===== src/rtl/mem_dbus_bridge.sv =====
// MEM-stage data-memory bridge: turns one qualified load/store into a single
// SRAM-like bus transaction, stalls the pipeline until it completes and
// returns the raw 32-bit load word.
module mem_dbus_bridge #(
  parameter int unsigned ADDR_WIDTH = 32,
  parameter bit          MAP_KSEG   = 1'b1
) (
  input  logic                  clk,
  input  logic                  rst,
  input  logic                  MEM_ReadMem,
  input  logic                  MEM_DMWr,
  input  logic [1:0]            MEM_StoreType,
  input  logic [2:0]            MEM_LoadType,
  input  logic [ADDR_WIDTH-1:0] MEM_ALUOut,
  input  logic [31:0]           MEM_OutB,
  input  logic                  MEM_Flush,
  input  logic                  MEM_Hold,
  output logic [31:0]           MEM_DMOut,
  output logic                  DM_Stall,
  output logic                  data_req,
  output logic                  data_wr,
  output logic [1:0]            data_size,
  output logic [ADDR_WIDTH-1:0] data_addr,
  output logic [31:0]           data_wdata,
  input  logic                  data_addr_ok,
  input  logic                  data_data_ok,
  input  logic [31:0]           data_rdata
);

  typedef enum logic [1:0] {
    IDLE = 2'd0,
    REQ  = 2'd1,
    WAIT = 2'd2,
    DONE = 2'd3
  } state_e;

  state_e                  state_q, state_d;
  logic                    cancel_q, cancel_d;
  logic                    req_q, req_d;
  logic                    wr_q, wr_d;
  logic [1:0]              size_q, size_d;
  logic [ADDR_WIDTH-1:0]   addr_q, addr_d;
  logic [31:0]             wdata_q, wdata_d;
  logic [31:0]             dmout_q, dmout_d;

  logic [1:0]              acc_size;
  logic                    misalign;
  logic                    acc;
  logic                    kill;
  logic [ADDR_WIDTH-1:0]   paddr;
  logic [31:0]             wdata_rep;

  // Sign/size split is only needed in WB; the sign bit is not used here.
  logic                    unused_load_sign;
  assign unused_load_sign = MEM_LoadType[2];

  // Access qualification: size select, alignment check, flush suppression.
  always_comb begin
    acc_size = MEM_DMWr ? MEM_StoreType : MEM_LoadType[1:0];
    misalign = ((acc_size == 2'b10) && (MEM_ALUOut[1:0] != 2'b00)) ||
               ((acc_size == 2'b01) && MEM_ALUOut[0]);
    acc      = (MEM_ReadMem | MEM_DMWr) & ~MEM_Flush & ~misalign;
    kill     = cancel_q | MEM_Flush;
  end

  // Virtual-to-physical: kseg0/kseg1 drop the top three address bits.
  always_comb begin
    paddr = MEM_ALUOut;
    if (MAP_KSEG && (MEM_ALUOut[ADDR_WIDTH-1 -: 2] == 2'b10)) begin
      paddr[ADDR_WIDTH-1 -: 3] = 3'b000;
    end
  end

  // Replicate store data across byte lanes according to access size.
  always_comb begin
    unique case (acc_size)
      2'b00:   wdata_rep = {4{MEM_OutB[7:0]}};
      2'b01:   wdata_rep = {2{MEM_OutB[15:0]}};
      default: wdata_rep = MEM_OutB;
    endcase
  end

  // Transaction FSM next-state, latched request fields and load capture.
  // A flush arriving on the completing cycle is treated like a pending
  // cancel so the killed instruction never sees a DONE cycle.
  always_comb begin
    state_d  = state_q;
    cancel_d = cancel_q;
    wr_d     = wr_q;
    size_d   = size_q;
    addr_d   = addr_q;
    wdata_d  = wdata_q;
    dmout_d  = dmout_q;
    unique case (state_q)
      IDLE: begin
        if (acc) begin
          wr_d     = MEM_DMWr;
          size_d   = acc_size;
          addr_d   = paddr;
          wdata_d  = wdata_rep;
          cancel_d = 1'b0;
          state_d  = REQ;
        end
      end
      REQ: begin
        if (MEM_Flush) cancel_d = 1'b1;
        if (data_addr_ok) begin
          if (data_data_ok) begin
            if (kill) begin
              cancel_d = 1'b0;
              state_d  = IDLE;
            end else begin
              if (!wr_q) dmout_d = data_rdata;
              state_d = DONE;
            end
          end else begin
            state_d = WAIT;
          end
        end
      end
      WAIT: begin
        if (MEM_Flush) cancel_d = 1'b1;
        if (data_data_ok) begin
          if (kill) begin
            cancel_d = 1'b0;
            state_d  = IDLE;
          end else begin
            if (!wr_q) dmout_d = data_rdata;
            state_d = DONE;
          end
        end
      end
      DONE: begin
        if (!MEM_Hold || MEM_Flush) begin
          cancel_d = 1'b0;
          state_d  = IDLE;
        end
      end
      default: state_d = IDLE;
    endcase
    req_d = (state_d == REQ);
  end

  // State and registered bus outputs, synchronous active-low reset.
  always_ff @(posedge clk) begin
    if (!rst) begin
      state_q  <= IDLE;
      cancel_q <= 1'b0;
      req_q    <= 1'b0;
      wr_q     <= 1'b0;
      size_q   <= '0;
      addr_q   <= '0;
      wdata_q  <= '0;
      dmout_q  <= '0;
    end else begin
      state_q  <= state_d;
      cancel_q <= cancel_d;
      req_q    <= req_d;
      wr_q     <= wr_d;
      size_q   <= size_d;
      addr_q   <= addr_d;
      wdata_q  <= wdata_d;
      dmout_q  <= dmout_d;
    end
  end

  assign DM_Stall   = acc & (state_q != DONE);
  assign data_req   = req_q;
  assign data_wr    = wr_q;
  assign data_size  = size_q;
  assign data_addr  = addr_q;
  assign data_wdata = wdata_q;
  assign MEM_DMOut  = dmout_q;

endmodule


===== config.mk =====
export PLATFORM = sky130hd
export DESIGN_NAME = mem_dbus_bridge
export DESIGN_NICKNAME = d
export VERILOG_FILES = /design/src/rtl/mem_dbus_bridge.sv
export SDC_FILE = /design/constraint.sdc
export NUM_CORES = 1
export LEC_CHECK = 0
export CELL_PAD_IN_SITES_DETAIL_PLACEMENT = 0
export CELL_PAD_IN_SITES_GLOBAL_PLACEMENT = 1
export CORE_MARGIN = 1.5
export CORE_UTILIZATION = 32
export DETAILED_ROUTE_END_ITERATION = 10
export HOLD_SLACK_MARGIN = 0.06
export MAX_ROUTING_LAYER = met4
export PLACE_DENSITY = 0.89
export REMOVE_ABC_BUFFERS = 1
export SYNTH_ARGS = -nofsm -noshare
export SYNTH_HDL_FRONTEND = slang
export SYNTH_SLANG_ARGS = --single-unit

===== constraint.sdc =====
create_clock -name clk -period 3.99 [get_ports clk]
set_clock_uncertainty 0.2 [all_clocks]
set_input_delay 0.798 -clock clk [delete_from_list [all_inputs] [get_ports clk]]
set_output_delay 0.798 -clock clk [all_outputs]
set_load 0.005 [all_outputs]

==> run summary, run 1 <==
TritonRoute pass-1 iters - 6
I/O pins - 210
Initial Utilization - 33.0%
reg2reg setup slack - 1.44 ns
Cell Chain, Critical Path - clkdlybuf4s50_1 > mux2_4 > or3_2 > and3_1 > nor2b_1 > clkdlybuf4s50_1
CP Capture Type - output port
status - complete, no violations
largest net degree at the start of global routing - 68
Worst-Margin Slew - 1.17 ns
fillers - 1,289
CTS tree - yes
CP Data Arrival Time - 2.87 ns
Clock transition at path regs - 0.07 ns
PortBufs - 208
mapped cell area - 4600 um2
EDFF count, synth - 0
Seq pwr share - 43.4%
min Tclk post-route - 3.87 ns
Final #Nets - 817
RSZ-0062 raised after global routing - no
initial drt markers - 381
post-cts resize count - 0
gpl congestion - 0.781
warnings from Yosys - 0
met2 WL - 7.63 mm
die width - 123 um
worst vdd ir - 0.250 mV
static leakage power - 2.40 nW
first-pass GRT wire length - 25.0 mm
most used cell, CP - clkdlybuf4s50_1
WL met3 - 1.49 mm
Switching Share - 27.5%
min-delay src - MEM_DMOut[25]$_SDFFE_PN0P_
HPWL after DPL - 10.6 mm
Core Box Area - 13,900 um2
Avg Cell Area, Syn - 8.73 um2
antenna cell count - 0
CP peak stage delay - 0.53 ns
ys async rst share - 0%
ANT nets after route - 0
main area contributors after synthesis - dfxtp_1 (45%), a21oi_1 (8.2%), nand2_1 (6.9%)
Slew headroom - 21.6%
Highest Signal Layer - met4
number of global-route vias before repair - 4,839
final setup fails - 0
Top Family by Delay on Critical Path - buffers and inverters
fin. max-slew vios - 0
Final Hold Vio Count - 0
Clk Latency, worst-skew pair - 0.34 ns
cell internal pwr - 1.88 mW
area delta synth->final - 54.6%
root buf cell - clkbuf_16
layout cells sized above 1 - 7.06%
total track usage - 21.6%
sequential share of the synthesized area - 44.8%
Critical R2R Launch - state_q[1]$_SDFF_PN0_
Hold Crit Depth - 2
post-synth top area cell - dfxtp_1
WP buf/inv - 2
CTS Hold Bufs - 0
drt drc - 0
switching power - 0.712 mW
Max Cap Violations - 0
Distinct cells, synth - 52
WHS Endpoint - MEM_DMOut[25]$_SDFFE_PN0P_
Vias - 4,983
Synth top area share - 44.8%
hold_ws - 0.259 ns
Routed WL per cell - 18.5 um
post-CTS setup buffers - 0
reg2reg end - MEM_DMOut[19]$_SDFFE_PN0P_
GRT overflow - 0
fmax - 0.259 GHz
part of the power in the clock network - 35.0%
Max stage delay cell, worst path - clkdlybuf4s50_1
antenna violations before repair - 0
via/cell ratio - 5.61
Yosys reg bits - 103
Startpoint Class - input port
critical path type - input port to output port
required time worst endpoint - 2.99 ns
final WL - 16.4 mm
# rows - 43
Post-Route Utilization - 51.0%
pwr/cell area - 364 nW/um2
FF-to-FF path depth - 6
CTS buffer count - 9
combinational share of power - 21.6%
die area - 15,100 um2
Clock Path Buffers - 2
Metal-1 WL - 7.05 mm
Mapped Cells - 527
Synth Flop Type - dfxtp_1
number of H-tree levels - 3
final period utilization - 96.9%
Max FO, Critical Path - 3
Die Y - 123 um
hold crit path type - flip-flop to flip-flop
CTS Sinks - 103
==> stage by stage <==
step / cells / total power [mW] / setup TNS (ns) / worst slack (ns) / area [um2]
3_5_place_dp: 872 / 1.70 / 0 / 0.135 / 6810
5_1_grt: 888 / 2.71 / 0 / 0.0706 / 7110
6_report: 888 / 2.59 / 0 / 0.124 / 7110
2_1_floorplan: 469 / 1.36 / -0.611 / -0.611 / 4330
3_3_place_gp: 872 / 1.69 / 0 / 0.135 / 6810
4_1_cts: 888 / 2.61 / 0 / 0.124 / 7110
==> cells in the final DEF, fill, tap and decap left out, types with 2 or more instances in the layout <==
master	count
inv_6	2
nand4_1	39
dfxtp_1	103
nand2b_1	2
o31ai_1	42
a311oi_1	5
a222oi_1	8
nor2b_1	2
a31oi_1	27
a21oi_1	75
a211oi_1	17
nor3_1	2
mux2i_1	10
inv_1	6
nand2_1	83
buf_12	2
ha_1	5
clkdlybuf4s50_1	208
nor3_4	2
clkinvlp_4	2
clkbuf_16	9
buf_4	13
o21bai_1	2
o21ai_0	3
a311oi_2	4
or4_1	2
clkinv_4	2
==> worst min-delay path, stage by stage (launching register included) <==
cell and delay, ns:
dfxtp_1 0.32, nand2_1 0.05, a21oi_1 0.05
==> synth_stat cells (3+ instances only) <==
cell,n
buf_1,7
nand2_1,84
a222oi_1,8
buf_4,3
nand4_1,39
a211oi_1,17
mux2i_1,10
clkbuf_1,30
a311oi_2,4
buf_2,15
ha_1,5
dfxtp_1,103
a31oi_1,27
o21ai_0,3
o31ai_1,42
a311oi_1,5
inv_1,6
buf_6,3
a21oi_1,75
==> metal layers <==
| metal | global-route usage [%] | up-vias |
|---|---|---|
| li1 | - | 2352 |
| met1 | 27.1 | 2371 |
| met2 | 34.6 | 239 |
| met3 | 4.66 | 21 |
| met4 | 7.56 | 0 |
| met5 | - | - |
==> final cells by class <==
| cell class | instances | area (um2) | area share, % |
|---|---|---|---|
| Clock buffer | 9 | 225 | 3.17 |
| Inverter | 7 | 27.5 | 0.387 |
| Multi-Input combinational cell | 359 | 2270 | 32.0 |
| Sequential cell | 103 | 2060 | 29.0 |
| Timing Repair Buffer | 223 | 2220 | 31.2 |
| Tap cell | 180 | 225 | 3.17 |
| Clock inverter | 7 | 80.1 | 1.13 |
==> power groups by stage <==
stage	combinational (mW)	clock, mW	sequential [mW]
2_1_floorplan	0.215	0	1.15
3_3_place_gp	0.547	0	1.15
3_5_place_dp	0.556	0	1.15
4_1_cts	0.559	0.930	1.12
5_1_grt	0.599	0.984	1.13
6_report	0.560	0.906	1.12
==> kinds of logic after synthesis <==
family / count (synthesis) / share of synthesized area (%)
compound gates: 193 / 28.1
fa+ha+maj: 5 / 1.36
simple gates: 149 / 16.5
mux: 12 / 2.75
flops: 103 / 44.8
buf+inv: 65 / 6.45
==> registers in the layout, indices dropped and copies added (netlist names) <==
register	count
state_q	2
cancel_q	1
data_addr	32
data_req	1
data_wr	1
data_wdata	32
data_size	2
MEM_DMOut	32
==> worst max-delay path by stage <==
stage	cells after the start	slack [ns]	endpoint	from
4_1_cts	6	0.12	DM_Stall	MEM_DMWr
6_report	6	0.12	DM_Stall	MEM_DMWr
5_1_grt	7	0.07	DM_Stall	MEM_DMWr
3_3_place_gp	6	0.14	DM_Stall	MEM_DMWr
3_5_place_dp	6	0.14	DM_Stall	MEM_DMWr
2_1_floorplan	4	-0.61	DM_Stall	MEM_DMWr
Note: power is estimated with default switching activity, not from simulation.
==> run 2: changes to the inputs <==
--- a/config.mk
+++ b/config.mk
@@ -7,6 +7,7 @@
 export LEC_CHECK = 0
 export CELL_PAD_IN_SITES_DETAIL_PLACEMENT = 0
 export CELL_PAD_IN_SITES_GLOBAL_PLACEMENT = 1
+export CORE_ASPECT_RATIO = 1.25
 export CORE_MARGIN = 1.5
 export CORE_UTILIZATION = 32
 export DETAILED_ROUTE_END_ITERATION = 10
==> run 2 against run 1 <==
  * Critical path depth unchanged
  * Combinational power decreased by 0.7%
  * Worst hold slack got worse by 0.0051 ns
  * Global-route usage decreased by 0.19 points
  * Highest routed layer unchanged
==> run summary, run 2 (synthesis gave the netlist of run 1 again) <==
CTS tree - yes
dpl ws - 0.134 ns
die width - 110 um
CP peak stage delay - 0.55 ns
hold crit path type - flip-flop to flip-flop
Final #Nets - 824
area delta synth->final - 55.5%
gpl congestion - 0.781
final setup fails - 0
Initial Utilization - 33.0%
Max FO, Critical Path - 3
HPWL after DPL - 11.1 mm
antenna cell count - 0
root buf cell - clkbuf_16
Max Cap Violations - 0
I/O pins - 210
via/cell ratio - 5.59
die area - 15,100 um2
largest net degree at the start of global routing - 68
number of global-route vias before repair - 4,837
# rows - 48
worst vdd ir - 0.180 mV
Final Hold Vio Count - 0
CP Data Arrival Time - 2.86 ns
Startpoint Class - input port
Vias - 4,974
critical path type - input port to output port
initial drt markers - 375
most used cell, CP - clkdlybuf4s50_1
static leakage power - 2.45 nW
status - complete, no violations
setup slack after layout - 0.136 ns
Post-Route Utilization - 51.3%
RSZ-0062 raised after global routing - no
TritonRoute pass-1 iters - 5
pwr/cell area - 374 nW/um2
first-pass GRT wire length - 24.5 mm
post-CTS setup buffers - 0
Routed WL per cell - 18.0 um
Die Y - 137 um
CP Capture Type - output port
Max stage delay cell, worst path - clkdlybuf4s50_1
min Tclk post-route - 3.85 ns
GRT overflow - 0
Cell Chain, Critical Path - clkdlybuf4s50_1 > mux2_4 > or3_2 > and3_1 > nor2b_1 > clkdlybuf4s50_1
Clock Path Buffers - 2
final WL - 16.0 mm
Clock transition at path regs - 0.07 ns
Core Box Area - 13,900 um2
CTS Hold Bufs - 0
required time worst endpoint - 2.99 ns
CTS buffer count - 9
drt drc - 0
fin. max-slew vios - 0
layout cells sized above 1 - 7.83%
most frequent cells in the layout - clkdlybuf4s50_1 (208), dfxtp_1 (103), nand2_1 (83), a21oi_1 (75), o31ai_1 (42)
PortBufs - 208
post-cts resize count - 0
Worst-Margin Slew - 1.04 ns
total track usage - 21.4%
Slew headroom - 30.7%
CTS Sinks - 103
number of H-tree levels - 3
fillers - 1,323
most common cell after layout, fill and taps aside - clkdlybuf4s50_1
Clk Latency, worst-skew pair - 0.34 ns
fmax - 0.259 GHz
ANT nets after route - 0
final period utilization - 96.6%
antenna violations before repair - 0
## run 2: through the flow
stage,power [mW],TNS (ns),cells,cell area (um2),hold WS [ns]
2_1_floorplan,1.36,-0.611,469,4330,0.253
3_3_place_gp,1.69,0,874,6820,0.241
3_5_place_dp,1.70,0,874,6820,0.248
4_1_cts,2.70,0,890,7150,0.259
5_1_grt,2.79,0,890,7150,0.273
6_report,2.67,0,890,7150,0.254
## run 2: worst max-delay path, delay by kind of cell
kind / cells / cell delay [ns]
and+or+nand+nor: 3 / 0.75
buffers and inverters: 2 / 0.99
muxes: 1 / 0.32
## run 2: per-layer routing
| metal | GRT usage, % | wire length [um] |
|---|---|---|
| met5 | - | 0 |
| met4 | 8.97 | 369 |
| met3 | 4.62 | 1510 |
| met2 | 36.1 | 7810 |
| met1 | 24.4 | 6350 |
## run 2: layout make-up
type	instances	area, um2	share of cell area, %
Sequential cell	103	2060	28.8
Clock buffer	9	225	3.15
Timing Repair Buffer	230	2250	31.4
Multi-Input combinational cell	359	2260	31.6
Clock inverter	7	113	1.57
Tap cell	175	219	3.06
Inverter	7	27.5	0.385
## run 2: power breakdown
part	switching [mW]	internal (mW)	leakage [nW]
Clock	0.428	0.565	0.161
Combinational	0.259	0.298	1.44
Sequential	0.0358	1.09	0.840
## run 2: worst paths after layout
kind	start	end	slack, ns	cells after the start
hold / removal	MEM_DMOut[30]$_SDFFE_PN0P_	MEM_DMOut[30]$_SDFFE_PN0P_	0.25	2
hold reg to reg	MEM_DMOut[30]$_SDFFE_PN0P_	MEM_DMOut[30]$_SDFFE_PN0P_	0.25	2
setup reg to reg	state_q[1]$_SDFF_PN0_	MEM_DMOut[18]$_SDFFE_PN0P_	1.43	6
setup / recovery	MEM_DMWr	DM_Stall	0.14	6
